$ cat config.mk
export PLATFORM = sky130hd
export DESIGN_NAME = line_raster
export DESIGN_NICKNAME = d
export VERILOG_FILES = /design/src/rtl/line_raster.sv
export SDC_FILE = /design/constraint.sdc
export NUM_CORES = 1
export LEC_CHECK = 0
export CAP_MARGIN = 25
export CORE_MARGIN = 2
export CORE_UTILIZATION = 40
export DETAILED_ROUTE_END_ITERATION = 16
export GPL_TIMING_DRIVEN = 0
export REMOVE_ABC_BUFFERS = 1
export SLEW_MARGIN = 20
export SYNTH_ARGS = -nofsm -noshare
export SYNTH_HDL_FRONTEND = slang
export SYNTH_SLANG_ARGS = --single-unit
$ cat constraint.sdc
create_clock -name clock -period 6.1 [get_ports clock]
set_input_delay 0.915 -clock clock [delete_from_list [all_inputs] [get_ports clock]]
set_output_delay 0.915 -clock clock [all_outputs]
set_load 0.01 [all_outputs]
$ cat src/rtl/line_raster.sv
// Bresenham line rasteriser with trivial reject and per-pixel screen clipping.
// Latency: accept->SETUP->first pixel two edges later; one pixel/cycle when px_ready stays high.
// Backpressure: a stalled pixel holds its outputs; off-screen points advance without handshake.
module line_raster #(
    parameter int SCR_W   = 320,
    parameter int SCR_H   = 240,
    parameter int COLOR_W = 9
) (
    input  logic               clock,
    input  logic               resetn,
    input  logic               in_valid,
    output logic               in_ready,
    input  logic [31:0]        x0,
    input  logic [31:0]        y0,
    input  logic [31:0]        x1,
    input  logic [31:0]        y1,
    input  logic [COLOR_W-1:0] color,
    output logic               px_valid,
    input  logic               px_ready,
    output logic [8:0]         px_x,
    output logic [7:0]         px_y,
    output logic [COLOR_W-1:0] px_color,
    output logic               busy,
    output logic               done
);

    typedef enum logic [1:0] {IDLE, SETUP, STEP, FIN} state_t;

    localparam logic signed [31:0] W_S = SCR_W;
    localparam logic signed [31:0] H_S = SCR_H;

    state_t                state_q, state_d;
    logic signed [31:0]    x0_q, y0_q, x1_q, y1_q, x0_d, y0_d, x1_d, y1_d;
    logic [COLOR_W-1:0]    color_q, color_d;
    logic signed [12:0]    cx_q, cy_q, ex_q, ey_q, cx_d, cy_d, ex_d, ey_d;
    logic signed [14:0]    dx_q, dy_q, err_q, dx_d, dy_d, err_d;
    logic                  sx_neg_q, sy_neg_q, sx_neg_d, sy_neg_d;

    function automatic logic out_of_range(input logic signed [31:0] v);
        return (v < -32'sd2048) || (v > 32'sd2047);
    endfunction

    logic reject;
    assign reject = out_of_range(x0_q) || out_of_range(y0_q) ||
                    out_of_range(x1_q) || out_of_range(y1_q) ||
                    (x0_q[31] && x1_q[31]) || (y0_q[31] && y1_q[31]) ||
                    (x0_q >= W_S && x1_q >= W_S) || (y0_q >= H_S && y1_q >= H_S);

    // Coordinates are range-checked above, so 13-bit truncation is lossless here.
    logic signed [12:0] xa, ya, xb, yb;
    logic signed [13:0] diff_x, diff_y, abs_x, abs_y;
    assign xa     = x0_q[12:0];
    assign ya     = y0_q[12:0];
    assign xb     = x1_q[12:0];
    assign yb     = y1_q[12:0];
    assign diff_x = {xb[12], xb} - {xa[12], xa};
    assign diff_y = {yb[12], yb} - {ya[12], ya};
    assign abs_x  = diff_x[13] ? -diff_x : diff_x;
    assign abs_y  = diff_y[13] ? -diff_y : diff_y;

    logic signed [15:0] e2;
    logic               step_x, step_y, in_bounds, at_end, advance;
    assign e2        = {err_q, 1'b0};
    assign step_x    = e2 >= $signed({dy_q[14], dy_q});
    assign step_y    = e2 <= $signed({dx_q[14], dx_q});
    assign in_bounds = !cx_q[12] && ($unsigned(cx_q) < 13'(SCR_W)) &&
                       !cy_q[12] && ($unsigned(cy_q) < 13'(SCR_H));
    assign at_end    = (cx_q == ex_q) && (cy_q == ey_q);
    assign advance   = (state_q == STEP) && (!in_bounds || px_ready);

    always_comb begin
        state_d  = state_q;
        x0_d     = x0_q;
        y0_d     = y0_q;
        x1_d     = x1_q;
        y1_d     = y1_q;
        color_d  = color_q;
        cx_d     = cx_q;
        cy_d     = cy_q;
        ex_d     = ex_q;
        ey_d     = ey_q;
        dx_d     = dx_q;
        dy_d     = dy_q;
        err_d    = err_q;
        sx_neg_d = sx_neg_q;
        sy_neg_d = sy_neg_q;
        case (state_q)
            IDLE: begin
                if (in_valid) begin
                    x0_d    = x0;
                    y0_d    = y0;
                    x1_d    = x1;
                    y1_d    = y1;
                    color_d = color;
                    state_d = SETUP;
                end
            end
            SETUP: begin
                if (reject) begin
                    state_d = FIN;
                end else begin
                    cx_d     = xa;
                    cy_d     = ya;
                    ex_d     = xb;
                    ey_d     = yb;
                    dx_d     = {1'b0, abs_x};
                    dy_d     = -{1'b0, abs_y};
                    err_d    = {1'b0, abs_x} - {1'b0, abs_y};
                    sx_neg_d = diff_x[13];
                    sy_neg_d = diff_y[13];
                    state_d  = STEP;
                end
            end
            STEP: begin
                if (advance) begin
                    if (at_end) begin
                        state_d = FIN;
                    end else begin
                        err_d = err_q + (step_x ? dy_q : 15'sd0) + (step_y ? dx_q : 15'sd0);
                        if (step_x) cx_d = cx_q + (sx_neg_q ? -13'sd1 : 13'sd1);
                        if (step_y) cy_d = cy_q + (sy_neg_q ? -13'sd1 : 13'sd1);
                    end
                end
            end
            default: state_d = IDLE;
        endcase
    end

    always_ff @(posedge clock or negedge resetn) begin
        if (!resetn) begin
            state_q  <= IDLE;
            x0_q     <= '0;
            y0_q     <= '0;
            x1_q     <= '0;
            y1_q     <= '0;
            color_q  <= '0;
            cx_q     <= '0;
            cy_q     <= '0;
            ex_q     <= '0;
            ey_q     <= '0;
            dx_q     <= '0;
            dy_q     <= '0;
            err_q    <= '0;
            sx_neg_q <= 1'b0;
            sy_neg_q <= 1'b0;
        end else begin
            state_q  <= state_d;
            x0_q     <= x0_d;
            y0_q     <= y0_d;
            x1_q     <= x1_d;
            y1_q     <= y1_d;
            color_q  <= color_d;
            cx_q     <= cx_d;
            cy_q     <= cy_d;
            ex_q     <= ex_d;
            ey_q     <= ey_d;
            dx_q     <= dx_d;
            dy_q     <= dy_d;
            err_q    <= err_d;
            sx_neg_q <= sx_neg_d;
            sy_neg_q <= sy_neg_d;
        end
    end

    assign in_ready = (state_q == IDLE);
    assign busy     = (state_q != IDLE);
    assign done     = (state_q == FIN);
    assign px_valid = (state_q == STEP) && in_bounds;
    assign px_x     = cx_q[8:0];
    assign px_y     = cy_q[7:0];
    assign px_color = color_q;

endmodule

# [Word-level counts from Yosys, hierarchy flattened]
# Index checks and enable logic that the tools add are counted.
[word_totals] mem_bits_rw=0 out_inout_bits=30 mem_count=0 elab_cells=113 in_bits=141 latch_bits=0 ff_bits=237 rom_bits=0
[op_classes] mul=0 magnitude_cmp=16 eq_ne=12 n_div=0 bitwise=1 n_reduce_logical=34 add_sub_neg=10 mux=25 shifts=0
[ops] op="2-to-1 mux 13 bit" count=10
[ops] op="greater-than comparator 32 x 12 -> 1 bit (second input constant)" count=4
[ops] op="less-than comparator 32 x 12 -> 1 bit (second input constant)" count=4
[ops] op=">= comparator 32 x 10 -> 1 bit (second input constant)" count=2
[ops] op=">= comparator 32 x 9 -> 1 bit (second input constant)" count=2
[ops] op="2-to-1 mux 15 bit" count=4
[ops] op="case mux 13 bit (2 select lines)" count=2
[ops] op="2-to-1 mux 14 bit" count=3
[ops] op="adder 15 bit" count=2
[ops] op="case mux 15 bit (2 select lines)" count=1
[ops] op="negation 14 bit" count=2
[ops] op="subtractor 13 x 13 -> 14 bit" count=2
[ops] op="adder 13 bit" count=2
[ops] op="equality test 13 bit" count=2
[ops] op=">= comparator 16 x 15 -> 1 bit" count=1
[ops] op="less-or-equal comparator 16 x 15 -> 1 bit" count=1
[ops] op="negation 14 -> 15 bit" count=1
[ops] op="subtractor 14 x 14 -> 15 bit" count=1
[ops] op="!= test 2 bit (second input constant)" count=7
[ops] op="less-than comparator 13 x 8 -> 1 bit (second input constant)" count=1
[ops] op="less-than comparator 13 x 9 -> 1 bit (second input constant)" count=1
[ops] op="logical OR 1 bit" count=12
[ops] op="logical AND 1 bit" count=10
[ops] op="AND reduction 5 bit" count=2
[ops] op="12 further kinds" count=19

# [Logic depth before layout (Yosys ltp)]
[logic_depth] word_depth=11 depth_mapped=25

# [Worst setup path after synthesis]
# OpenSTA, ideal clock, no wires.
[synth_timing] kind="register to register" start="register err_q[1]" end="register err_q[13]" arrival_ps=4638 setup_time_ps=77 required_time_ps=6023 path_slack_ps=1385 path_stages_with_launch=23 synth_period_minus_slack_ps=4715 path_cell_list="dfrtp_1 -> ha_1 -> a21o_1 -> a21o_1 -> a21o_1 -> a21o_1 -> a21oi_1 -> nor2_1 -> o21ai_0 -> and2_1 -> fa_1 -> ha_1 -> fa_1 -> a21o_1 -> a21oi_1 -> nor2b_1 -> o21ai_0 -> a21oi_1 -> a41o_1 -> o41ai_1 -> xnor2_1 -> a21oi_1 -> a21oi_1"
[synth_via] elab_chain_cells=7
[synth_lines] element="start: declaration" line_no="36" source="logic signed [14:0] dx_q, dy_q, err_q, dx_d, dy_d, err_d;"
[synth_lines] element="start signal: assignment" line_no="159" source="err_q <= err_d;"
[synth_lines] element=">= comparator 16 x 15 -> 1 bit" line_no="64" source="assign step_x = e2 >= $signed({dy_q[14], dy_q});"
[synth_lines] element="2-to-1 mux 15 bit" line_no="119" source="err_d = err_q + (step_x ? dy_q : 15'sd0) + (step_y ? dx_q : 15'sd0);"
[synth_lines] element="adder 15 bit" line_no="119"
[synth_lines] element="adder 15 bit (*)" line_no="119"
[synth_lines] element="2-to-1 mux 15 bit (*)" line_no="116" source="if (at_end) begin"
[synth_lines] element="2-to-1 mux 15 bit (*)" line_no="115" source="if (advance) begin"
[synth_lines] element="case mux 15 bit (2 select lines) (*)" line_no="87" source="case (state_q)"
# Mark *: on every way between the ends. The rest lies on a longest branch, timed or not. The select of a mux whose other input is x is not followed.
# A chain may end at the register's enable or synchronous reset.

# [Worst setup path after layout]
[layout_timing] start="register x0_q[1]" end="register err_q[12]"
[layout_rtl] element="start: declaration" line_no="33" source="logic signed [31:0] x0_q, y0_q, x1_q, y1_q, x0_d, y0_d, x1_d, y1_d;"
[layout_rtl] element="start signal: assignment" line_no="132" source="x0_q <= '0;"
[layout_rtl] element="start signal: assignment" line_no="148" source="x0_q <= x0_d;"
[layout_rtl] element="subtractor 13 x 13 -> 14 bit (*)" line_no="56" source="assign diff_x = {xb[12], xb} - {xa[12], xa};"
[layout_rtl] element="negation 14 bit" line_no="58" source="assign abs_x = diff_x[13] ? -diff_x : diff_x;"
[layout_rtl] element="2-to-1 mux 14 bit (*)" line_no="58"
[layout_rtl] element="via abs_x[2]" line_no="51" source="logic signed [13:0] diff_x, diff_y, abs_x, abs_y;"
[layout_rtl] element="subtractor 14 x 14 -> 15 bit (*)" line_no="108" source="err_d = {1'b0, abs_x} - {1'b0, abs_y};"
[layout_rtl] element="2-to-1 mux 15 bit (*)" line_no="99" source="if (reject) begin"
[layout_rtl] element="case mux 15 bit (2 select lines) (*)" line_no="87"
# Mark *: on every way through the listed nets, which the timed path passes. The rest lies on a longest branch. The select of a mux whose other input is x is not followed.

==> results.cfg <==
[route]
post_drt_wl_per_cell_um = 17.7
wl_met1_mm = 17.5
viasPerCell = 5.26
vias = 11700
top_layer = met4
drc = 0
dr.pass1.iters = 4
drt-initial-drc-count = 526
wl_met3_mm = 2.26
antenna_left = 0
route.met2.wl_mm = 18.6
drt_wl_total_mm = 39.4

[timing]
rsz0062_at_grt = false
fmax_mhz = 179
tightest_slew_ns = 0.982
layout_worst_path_cycle_share_pct = 91.6
fin_crit_ns = 5.59
finClkSkew_ns = 0.0204
finalSetupTns_ns = 0
finalHoldViolCount = 0
slew_violations = 0
setup_viol_count_final = 0
maxSlewHeadroom_pct = 34.5

[clock_network]
cts_resized = 0
tritoncts = built
cts_made_buffers = 30
htreeDepth = 1
postCtsSetupRepairBufs = 0
clock_path_buffers = 3
cts_num_sinks = 237
clk_latency_ns = 0.57
cts_root_buffer = clkbuf_16
ctsHoldBuffers = 0
path_clk_slew_ns = 0.06

[outcome]
status = complete, no violations

[floorplanning]
io_pins = 171
core_area_mm2 = 0.0385
fp.dieH_um = 201
start_util_pct = 40.4
row_count = 72
die_area_mm2 = 0.0404
die_w_um = 201

[global_routing]
globalRouteTotalUtil_pct = 19.6
grt_pass1_vias = 12200
grt_pass1_wl_mm = 64.1
grt_overflow_total = 0
antenna_found_initial = 0
grt_max_degree = 97

[hold_path]
hp-class = in2async

[yosys]
synth-edff-count = 0
syn-cell-area_mm2 = 0.0155
syn_inst = 1533
avgSynthCellArea_um2 = 10.1
synthFlopType = dfrtp_1
yosys_warnings = 0
async_flop_share_pct = 100
ys_ff_latch = 237
seq_area_frac_synth_pct = 38.2
yosys.cell_types.count = 87

[cells_and_area]
area_growth_pct = 21.2
final_common_cell = dfrtp_1
mostFrequentLayoutCells = 237 x dfrtp_1, 176 x mux2_2, 169 x clkdlybuf4s50_1
antenna_cells = 0
drive_above_1_share_pct = 16.1
nNetsFinal = 1951

[critical_path]
reg2reg_from = x0_q[1]
critPathLaunchType = register
worst-r2r-setup-slack_ns = 0.51
critPathMaxFanout = 9
worstSetupEndpointType = register
arrival_ns = 6.01
rr_worst_depth = 23
path_class = reg2reg
r2r_end = err_q[12]
required_ns = 6.52

[place]
io_buffers = 170
gp_congestion = 0.866
dpl.hpwl_mm = 30.0

[job]
maxCapViolCount = 0
-- stage by stage --
| stage | instances | util, % | hold WS [ns] | area (µm²) | setup slack (ns) |
|---|---|---|---|---|---|
| floorplan | 1470 | - | 0.462 | 15200 | 0.988 |
| global placement | 2158 | 45.7 | 0.489 | 17600 | -6.51 |
| detailed placement | 2166 | 46.3 | 0.495 | 17800 | 0.221 |
| CTS | 2222 | 48.9 | 0.287 | 18800 | 0.201 |
| global route | 2222 | 49.0 | 0.310 | 18800 | 0.0256 |
| finish | 2222 | 49.0 | 0.273 | 18800 | 0.513 |
-- Yosys cell counts (26+ instances only) --
| cell type | n | share of area [%] |
|---|---|---|
| nor3_1 | 36 | 1.2 |
| nand2_1 | 99 | 2.4 |
| and2_1 | 32 | 1.3 |
| nor4_1 | 30 | 1.2 |
| nand3_1 | 26 | 0.84 |
| clkbuf_1 | 36 | 0.87 |
| nand4_1 | 30 | 1.2 |
| ha_1 | 110 | 8.9 |
| nor2_1 | 104 | 2.5 |
| xor2_1 | 38 | 2.1 |
| mux2_2 | 176 | 13 |
| dfrtp_1 | 237 | 38 |
| o21ai_0 | 76 | 2.4 |
| a21oi_1 | 75 | 2.4 |
| xnor2_1 | 76 | 4.3 |
| a21o_1 | 29 | 1.4 |
| inv_1 | 92 | 2.2 |
-- worst max-delay path: stages (launching register included) --
cell      delay (ns)
dfrtp_1         0.40
inv_1           0.10
ha_1            0.30
nor2b_2         0.16
o21ai_2         0.15
a21boi_2        0.09
o31ai_2         0.28
a211oi_1        0.17
o41a_1          0.45
a31oi_2         0.38
buf_2           0.26
nor2b_1         0.18
xnor2_1         0.25
ha_1            0.35
nor2b_1         0.16
o21ai_0         0.22
a21boi_0        0.16
o21ai_0         0.28
a21oi_1         0.16
a31oi_1         0.30
o21ai_0         0.22
xor2_1          0.19
o21ai_0         0.15
o21ai_0         0.09
-- cells by family after synthesis --
kind of cell / synth area share [%]
compound gates: 11.6
xor+xnor: 6.63
fa+ha+maj: 11.4
buf+inv: 4.23
flops: 38.2
mux: 14.1
simple gates: 13.8
-- routing by layer --
| layer | vias to the layer above | global-route usage [%] |
|---|---|---|
| met5 | - | 0 |
| met4 | 0 | 5.93 |
| met3 | 57 | 4.44 |
| met2 | 221 | 33.4 |
| met1 | 5646 | 24.7 |
| li1 | 5753 | - |
-- state kept, by name (all words and copies together), names as in the netlist, 2 cells and up --
name and count:
cy_q 13, dx_q 14, state_q 2, x1_q 32
px_color 9, cx_q 13, ex_q 13, x0_q 32
ey_q 13, y1_q 32, dy_q 15, err_q 15
y0_q 32
-- layout make-up --
cell class                      instances  area (µm²)
Inverter                               93         350
Fill cell                            3609       19600
Multi-Input combinational cell       1140        9000
Tap cell                              518         648
Clock buffer                           45         878
Timing Repair Buffer                  178        1880
Sequential cell                       237        5930
Clock inverter                         11         149
-- worst max path at each step --
stage | startpoint | end | slack (ns)
6_report | x0_q[1] | err_q[12] | 0.51
5_1_grt | dy_q[1] | err_q[13] | 0.03
4_1_cts | x0_q[1] | err_q[12] | 0.20
3_5_place_dp | x0_q[1] | err_q[12] | 0.22
3_3_place_gp | resetn | px_color[4] | -6.51
2_1_floorplan | err_q[1] | err_q[13] | 0.99
Power is not shown: default switching activity piles up to over one toggle a cycle in this logic, so the estimate is an artifact.
